File: config.mk
export PLATFORM = sky130hd
export DESIGN_NAME = jmb_interp_line_ctrl
export DESIGN_NICKNAME = d
export VERILOG_FILES = /design/src/rtl/jmb_interp_pkg.sv /design/src/rtl/jmb_interp_line_cnt.sv /design/src/rtl/jmb_interp_line_ctrl.sv
export SDC_FILE = /design/constraint.sdc
export NUM_CORES = 1
export LEC_CHECK = 0
export CELL_PAD_IN_SITES_DETAIL_PLACEMENT = 0
export CELL_PAD_IN_SITES_GLOBAL_PLACEMENT = 2
export CORE_ASPECT_RATIO = 0.8
export CORE_MARGIN = 5
export CORE_UTILIZATION = 36
export DETAILED_ROUTE_END_ITERATION = 10
export PLACE_DENSITY_LB_ADDON = 0.2
export SLEW_MARGIN = 5
export SYNTH_ARGS = -nofsm -noshare
export SYNTH_HDL_FRONTEND = slang
export SYNTH_SLANG_ARGS = --single-unit
File: constraint.sdc
create_clock -name clock -period 3.7 [get_ports clock]
set_input_delay 0.74 -clock clock [delete_from_list [all_inputs] [get_ports clock]]
set_output_delay 0.74 -clock clock [all_outputs]
set_load 0.01 [all_outputs]
File: src/rtl/jmb_interp_pkg.sv
// Shared definitions for the interpolation line controller: FSM encoding and
// the default counter width.
package jmb_interp_pkg;

    localparam int unsigned WB_DEF = 12;

    typedef enum logic [2:0] {
        ST_IDLE     = 3'd0,
        ST_PRIME    = 3'd1,
        ST_RUN      = 3'd2,
        ST_FLUSH1   = 3'd3,
        ST_FLUSH2   = 3'd4,
        ST_LINE_END = 3'd5
    } state_t;

endpackage

File: src/rtl/jmb_interp_line_cnt.sv
// Pixel/line counters with latched frame geometry and terminal-count flags
// for the interpolation line controller.
module jmb_interp_line_cnt #(
    parameter int unsigned WB = 12
) (
    input  logic          clock,
    input  logic          reset,
    input  logic          i_load,
    input  logic [WB-1:0] i_cfg_w,
    input  logic [WB-1:0] i_cfg_h,
    input  logic          i_pix_inc,
    input  logic          i_line_inc,
    output logic          o_pix_one,
    output logic          o_pix_tc,
    output logic          o_line_tc
);

    logic [WB-1:0] r_cfg_w;
    logic [WB-1:0] r_cfg_h;
    logic [WB-1:0] r_pix_cnt;
    logic [WB-1:0] r_line_cnt;

    always_ff @(posedge clock or posedge reset) begin
        if (reset) begin
            r_cfg_w    <= '0;
            r_cfg_h    <= '0;
            r_pix_cnt  <= '0;
            r_line_cnt <= '0;
        end else if (i_load) begin
            r_cfg_w    <= i_cfg_w;
            r_cfg_h    <= i_cfg_h;
            r_pix_cnt  <= '0;
            r_line_cnt <= '0;
        end else if (i_line_inc) begin
            r_line_cnt <= r_line_cnt + WB'(1);
            r_pix_cnt  <= '0;
        end else if (i_pix_inc) begin
            r_pix_cnt  <= r_pix_cnt + WB'(1);
        end
    end

    // Flags describe the pixel/line being accepted/closed this cycle.
    assign o_pix_one = (r_pix_cnt == WB'(1));
    assign o_pix_tc  = ((r_pix_cnt + WB'(1)) == r_cfg_w);
    assign o_line_tc = ((r_line_cnt + WB'(1)) == r_cfg_h);

endmodule

File: src/rtl/jmb_interp_line_ctrl.sv
// Line controller feeding a 2x horizontal interpolation datapath: primes two
// pixels, streams the line, then flushes twice to emit cfg_width pairs per line.
module jmb_interp_line_ctrl
    import jmb_interp_pkg::*;
#(
    parameter int unsigned WB = WB_DEF
) (
    input  logic          clock,
    input  logic          reset,
    input  logic          start,
    input  logic [WB-1:0] cfg_width,
    input  logic [WB-1:0] cfg_height,
    input  logic          s_valid,
    output logic          s_ready,
    input  logic [7:0]    s_data,
    output logic          dp_valid,
    output logic          dp_ready,
    output logic [7:0]    dp_data,
    input  logic          m_ready,
    output logic          m_valid,
    output logic          m_first,
    output logic          m_last,
    output logic          busy,
    output logic          frame_done,
    output logic          cfg_err
);

    state_t     r_state;
    state_t     w_next;
    logic       w_cfg_ok;
    logic       w_load;
    logic       w_accept;
    logic       w_fire;
    logic       w_produce;
    logic       w_done;
    logic       w_line_inc;
    logic       w_pix_one;
    logic       w_pix_tc;
    logic       w_line_tc;
    logic [7:0] r_hold;
    logic       r_first_pend;

    assign w_cfg_ok   = (cfg_width >= WB'(2)) && (cfg_height >= WB'(1));
    assign w_line_inc = (r_state == ST_LINE_END);

    jmb_interp_line_cnt #(
        .WB (WB)
    ) u_cnt (
        .clock      (clock),
        .reset      (reset),
        .i_load     (w_load),
        .i_cfg_w    (cfg_width),
        .i_cfg_h    (cfg_height),
        .i_pix_inc  (w_accept),
        .i_line_inc (w_line_inc),
        .o_pix_one  (w_pix_one),
        .o_pix_tc   (w_pix_tc),
        .o_line_tc  (w_line_tc)
    );

    always_ff @(posedge clock or posedge reset) begin
        if (reset) begin
            r_state <= ST_IDLE;
        end else begin
            r_state <= w_next;
        end
    end

    always_comb begin
        w_next    = r_state;
        s_ready   = 1'b0;
        w_load    = 1'b0;
        w_accept  = 1'b0;
        w_fire    = 1'b0;
        w_produce = 1'b0;
        w_done    = 1'b0;
        dp_data   = '0;
        case (r_state)
            ST_IDLE: begin
                if (start && w_cfg_ok) begin
                    w_load = 1'b1;
                    w_next = ST_PRIME;
                end
            end
            ST_PRIME: begin
                s_ready  = m_ready;
                w_accept = s_valid && m_ready;
                w_fire   = w_accept;
                dp_data  = w_accept ? s_data : '0;
                if (w_accept && w_pix_one) begin
                    w_next = w_pix_tc ? ST_FLUSH1 : ST_RUN;
                end
            end
            ST_RUN: begin
                s_ready   = m_ready;
                w_accept  = s_valid && m_ready;
                w_fire    = w_accept;
                w_produce = w_accept;
                dp_data   = w_accept ? s_data : '0;
                if (w_accept && w_pix_tc) begin
                    w_next = ST_FLUSH1;
                end
            end
            ST_FLUSH1, ST_FLUSH2: begin
                // Replaying the held last pixel closes the interpolation window.
                w_fire    = m_ready;
                w_produce = m_ready;
                dp_data   = m_ready ? r_hold : '0;
                if (m_ready) begin
                    w_next = (r_state == ST_FLUSH1) ? ST_FLUSH2 : ST_LINE_END;
                end
            end
            ST_LINE_END: begin
                if (w_line_tc) begin
                    w_done = 1'b1;
                    w_next = ST_IDLE;
                end else begin
                    w_next = ST_PRIME;
                end
            end
            default: w_next = ST_IDLE;
        endcase
    end

    assign dp_valid = w_fire;
    assign dp_ready = w_fire;

    always_ff @(posedge clock or posedge reset) begin
        if (reset) begin
            m_valid      <= 1'b0;
            m_first      <= 1'b0;
            m_last       <= 1'b0;
            busy         <= 1'b0;
            frame_done   <= 1'b0;
            cfg_err      <= 1'b0;
            r_hold       <= '0;
            r_first_pend <= 1'b0;
        end else begin
            m_valid    <= w_produce;
            m_first    <= w_produce && r_first_pend;
            m_last     <= w_fire && (r_state == ST_FLUSH2);
            frame_done <= w_done;
            cfg_err    <= (r_state == ST_IDLE) && start && !w_cfg_ok;
            if (w_accept) begin
                r_hold <= s_data;
            end
            if (w_load || w_line_inc) begin
                r_first_pend <= 1'b1;
            end else if (w_produce) begin
                r_first_pend <= 1'b0;
            end
            if (w_load) begin
                busy <= 1'b1;
            end else if (w_done) begin
                busy <= 1'b0;
            end
        end
    end

endmodule

# Word level (Yosys, flattened, before mapping)
# Index checks and enable logic that the tools add are counted.
# totals
inputBits,37
wordCells,76
ff_bits,66
# classes
n_addsub,2
eq_ne,12
reduce_logical,19
mux,28
magnitude_cmp,2
# ops
cell,count
2-to-1 mux 12 bit,5
adder 12 x 1 -> 12 bit (second input constant),2
== test 12 bit,2
2-to-1 mux 8 bit,2
one-hot mux 8 bit (2 select lines),1
one-hot mux 3 bit (5 select lines),1
2-to-1 mux 1 bit,13
== test 12 x 1 -> 1 bit (second input constant),1
>= comparator 12 x 1 -> 1 bit (second input constant),1
>= comparator 12 x 2 -> 1 bit (second input constant),1
2-to-1 mux 3 bit,4
logical AND 1 bit,9
!= test 2 bit (second input constant),4
== test 3 x 2 -> 1 bit (second input constant),2
== test 3 bit (second input constant),2
nonzero test 2 bit,3
one-hot mux 1 bit (2 select lines),2
AND reduction 4 bit,1
OR reduction 2 bit,2
== test 3 x 1 -> 1 bit (second input constant),1
logical NOT 3 bit,1
nonzero test 3 bit,1
logical NOT 1 bit,1
logical OR 1 bit,1

# Longest topological paths before layout
# Gate-level depths: netlist (run 1).
# depth
ltp_word,7
mapped_depth,8
mapped_depth_nobuf,8

# Modules after synthesis
# A second synthesis (run 1) with hierarchy kept.
# hier_totals
cells_unflattened,375
hier_area_um2,3839.9
# by_module_without_submodules
mod,seq_area_each_um2,area_per_inst_um2,n_inst,cells_per_inst
jmb_interp_line_cnt,1201.2,2847.7,1,282
jmb_interp_line_ctrl,450.4,992.2,1,93

# Worst setup path after synthesis (run 1)
# No wires, ideal clock.
# synth_timing
kind,input-to-output
from,in m_ready
to,out dp_valid
path_slack_ps,988
path_buffers,3
cell_stages,6
arrival_time_ps,1972
path_cell_list,clkbuf_1 > nor2b_1 > and3_1 > clkbuf_1 > or2_2 > buf_4
# synth_via
elab_chain_len,2
# synth_lines
element,line_no,rtl
from (decl),jmb_interp_line_ctrl.sv:19,"input logic m_ready,"
logical AND 1 bit,"jmb_interp_line_ctrl.sv:87, jmb_interp_line_ctrl.sv:96",
one-hot mux 1 bit (2 select lines) (*),jmb_interp_line_ctrl.sv:78,case (r_state)
to (decl),jmb_interp_line_ctrl.sv:16,"output logic dp_valid,"
# Mark *: on every way between the ends. The rest lies on a longest branch, timed or not.

# Worst setup path after layout (run 1)
# layout_timing
from,in m_ready
to,out dp_data[3]
# layout_via
elab_chain_len,3
word_cells_on_any_way,4
# layout_lines
element,line_no,rtl
logical AND 1 bit,"jmb_interp_line_ctrl.sv:87, jmb_interp_line_ctrl.sv:96",
2-to-1 mux 8 bit,"jmb_interp_line_ctrl.sv:89, jmb_interp_line_ctrl.sv:99",
one-hot mux 8 bit (2 select lines) (*),jmb_interp_line_ctrl.sv:78,
to (decl),jmb_interp_line_ctrl.sv:18,"output logic [7:0] dp_data,"
# Marked as above.

==> run metrics, run 1 <==
P&R area growth vs syn=23.82%; Initial DRC Count=213; fmax=approximately 300 MHz; RSZ-0062 raised after global routing=no; Tmin final=between 3 and 4 ns; Async SR Flop Fraction=1.000; Leak Pwr=2.059 nW; combinational group share of total power=0.323; Sw Ratio=0.3440; top cells by area, synth=dfrtp_1, nand2_1, xnor2_1; CTS HTree Levels=3; Die X-Extent=126.9 µm; via count=3,346; Reg2Reg Capture Point=r_state[0]; Cell Int Power=1.964 mW; NumNets Final=545; number of max-cap violations=0; Yosys reg bits=66; Worst Setup EP=dp_data[3]; Setup CP Type=input port to output port; clock network fraction of design power=0.307; Slew HR=0.4305; DRC viols=0; max-slew violations=0; YS warnings=0; TritonRoute pass-1 iters=4; antenna violations before repair=0; # IOs=54; PwrDens=614.7 nW/µm²; most frequent cell after synthesis=nand2_1; ant diodes=0; Setup Skew=0.007267 ns; Row Count=34; CP Max Fanout=17; first-pass GRT wire length=17,410 µm; clk_lat worst skew=0.33 ns; post-route ant nets=0; HPWL after detailed placement=between 7000 and 8000 µm; crit end category=output port; share of cells above drive strength 1=0.07647; Peak supply drop=~0.26 mV; root buf cell=clkbuf_16; largest net degree at the start of global routing=67; WL/cell=between 15 and 20 µm; final hold vios=0; Worst Hold Class=register to register; critical path startpoint=m_ready; worst-case reg-to-reg path depth=7; status=finished, final reports clean; Tot GR Track Use=0.1657; Mapped Nets=slightly above 500; sw power=roughly 1.0 mW; CTS clock-pin slew for the worst setup and hold paths=0.06 ns; sequential share of the synthesized area=0.4198; clock tree buffer depth=2; Setup Fix Bufs, Post-CTS=0; most frequent cells after synthesis=nand2_1, dfrtp_1, nor2_1; final worst path period share=0.8941; area of the mapped netlist=around 4000 µm²; Reg2Reg Setup Slack=1.14 ns; Vias per Instance=5.116; fin util=0.4526; Worst R2R Start=u_cnt.r_line_cnt[0]; core area=10,760 µm²; drt total wl=about 10,000 µm; fillers=between 1,000 and 1,500; CP arrival=between 2 and 3 ns; cell taking the most area after synthesis=dfrtp_1; sequential power share=0.370; Worst Tran Pin Value=0.8543 ns; endpoints failing setup=0; starting density of the core=0.3655; share of the synthesized area in the top cell type=0.4198; top_reg_cell synth=dfrtp_1; die height=103.5 µm; Post-Syn Instances=466; Final GP Congestion=0.8012; I/O Buffers=53; Overflow after GRT=0; CTS tree=built; vias in the first global route=3,332; Unique masters post-synth=58; Post-synth EDFFs=0; die footprint=13,130 µm²; Setup crit start kind=input port; Worst EP required=2.96 ns; total clock sinks=66; Setup TNS=0 ns; syn_area_per_cell=8.442 µm²; number of buffers created by CTS=9
sequential cells by signal, indices dropped and copies added (netlist names):
signal            count
r_state               3
m_last                1
r_first_pend          1
cfg_err               1
u_cnt.r_line_cnt     12
busy                  1
u_cnt.r_pix_cnt      12
m_valid               1
u_cnt.r_cfg_h        12
m_first               1
r_hold                8
frame_done            1
u_cnt.r_cfg_w        12
final cells by class:
type | instances | area (µm²) | share of cell area
Multi-Input combinational cell | 358 | 2095 | 0.4300
Clock inverter | 5 | 77.57 | 0.01593
Tap cell | 144 | 180.2 | 0.03699
Inverter | 9 | 33.78 | 0.006936
Clock buffer | 11 | 242.7 | 0.04983
Timing Repair Buffer | 61 | 590.6 | 0.1212
Sequential cell | 66 | 1652 | 0.3391
critical path: stages:
cell	delay (ns)
clkdlybuf4s50_1	0.48
nor2b_1	0.19
and3_2	0.42
a22o_1	0.20
clkdlybuf4s50_1	0.53
how the worst min path moves through the flow:
stage | start | endpoint | depth (start not counted)
floorplan | r_first_pend | r_first_pend | 1
detailed placement | r_first_pend | r_first_pend | 1
CTS | r_first_pend | r_first_pend | 1
finish | r_first_pend | r_first_pend | 1
global placement | r_first_pend | r_first_pend | 1
global route | r_hold[2] | r_hold[2] | 2
through the flow:
stage / worst slack (ns) / hold WS, ns / cell area, µm² / total power, mW / std cells
2_1_floorplan: 0.9884 / 0.4411 / 3934 / 1.788 / 466
3_3_place_gp: 0.2344 / 0.4587 / 4549 / 2.084 / 638
3_5_place_dp: 0.1728 / 0.4607 / 4549 / 2.101 / 638
4_1_cts: 0.1521 / 0.4739 / 4870 / 3.040 / 654
5_1_grt: 0.2355 / 0.4974 / 4871 / 3.220 / 654
6_report: 0.3918 / 0.4692 / 4871 / 2.994 / 654
power groups by stage:
stage / Sequential (mW) / Combinational [mW] / Clock [mW]
6_report: 1.11 / 0.966 / 0.919
5_1_grt: 1.14 / 1.11 / 0.972
4_1_cts: 1.11 / 0.985 / 0.944
3_5_place_dp: 1.12 / 0.977 / 0
3_3_place_gp: 1.12 / 0.962 / 0
2_1_floorplan: 1.05 / 0.736 / 0
cell families after synthesis:
kind of cell               count (synthesis)  synth area share
muxes                                      2          0.005089
adders and majority gates                  3          0.009543
AOI/OAI and AO/OA                         68            0.1221
and+or+nand+nor                          238            0.2891
buffers and inverters                     42           0.04962
xor gates and xnor gates                  47            0.1046
DFF                                       66            0.4198
cell usage in the layout, fill, tap and decap left out, types with 4 or more instances in the layout:
| cell | synthesis | routed |
|---|---|---|
| and3_1 | 7 | 6 |
| clkdlybuf4s50_1 | 0 | 53 |
| nor3b_1 | 4 | 4 |
| nand3_1 | 11 | 11 |
| nand2b_1 | 7 | 7 |
| nand4_1 | 7 | 7 |
| xor2_1 | 14 | 14 |
| dfrtp_1 | 66 | 66 |
| buf_4 | 4 | 8 |
| inv_1 | 9 | 8 |
| nor2_1 | 35 | 35 |
| nor3_1 | 10 | 10 |
| a21oi_1 | 11 | 11 |
| o21ai_0 | 15 | 15 |
| a31oi_1 | 6 | 6 |
| a22o_1 | 8 | 8 |
| nor2b_1 | 4 | 4 |
| clkbuf_16 | 0 | 9 |
| nor4_1 | 9 | 9 |
| xnor2_1 | 33 | 33 |
| nand2_1 | 119 | 119 |
| or3_1 | 7 | 7 |
routing by layer:
layer	share of wire	vias up	GRT usage	wire, µm
met1	0.53	1604	0.2498	5315
met5	0	-	0	0
met4	0.0098	0	0.03710	98
li1	-	1664	-	-
met2	0.41	70	0.2382	4138
met3	0.048	8	0.04209	486
repair_timing:
| item | CTS | global route |
|---|---|---|
| resized for setup | 0 | 1 |
| endpoints found under the setup margin | 0 | 2 |
| hold buffers | 0 | 0 |
(Power assumes the default switching activity.)
==> run 2: changes to the inputs <==
--- a/config.mk
+++ b/config.mk
@@ -5,6 +5,7 @@
 export SDC_FILE = /design/constraint.sdc
 export NUM_CORES = 1
 export LEC_CHECK = 0
+export ABC_CLOCK_PERIOD_IN_PS = 3700
 export CELL_PAD_IN_SITES_DETAIL_PLACEMENT = 0
 export CELL_PAD_IN_SITES_GLOBAL_PLACEMENT = 2
 export CORE_ASPECT_RATIO = 0.8
@@ -12,6 +13,7 @@
 export CORE_UTILIZATION = 36
 export DETAILED_ROUTE_END_ITERATION = 10
 export PLACE_DENSITY_LB_ADDON = 0.2
+export SETUP_SLACK_MARGIN = 0.05
 export SLEW_MARGIN = 5
 export SYNTH_ARGS = -nofsm -noshare
 export SYNTH_HDL_FRONTEND = slang
==> results of run 2 <==
Final layout, timing and power as in run 1 (identical DEF).
==> run 3: changes to the inputs <==
--- a/config.mk
+++ b/config.mk
@@ -14,6 +14,7 @@
 export DETAILED_ROUTE_END_ITERATION = 10
 export PLACE_DENSITY_LB_ADDON = 0.2
 export SETUP_SLACK_MARGIN = 0.05
+export SKIP_LAST_GASP = 1
 export SLEW_MARGIN = 5
 export SYNTH_ARGS = -nofsm -noshare
 export SYNTH_HDL_FRONTEND = slang
==> results of run 3 <==
Final layout, timing and power as in run 1 (identical DEF).
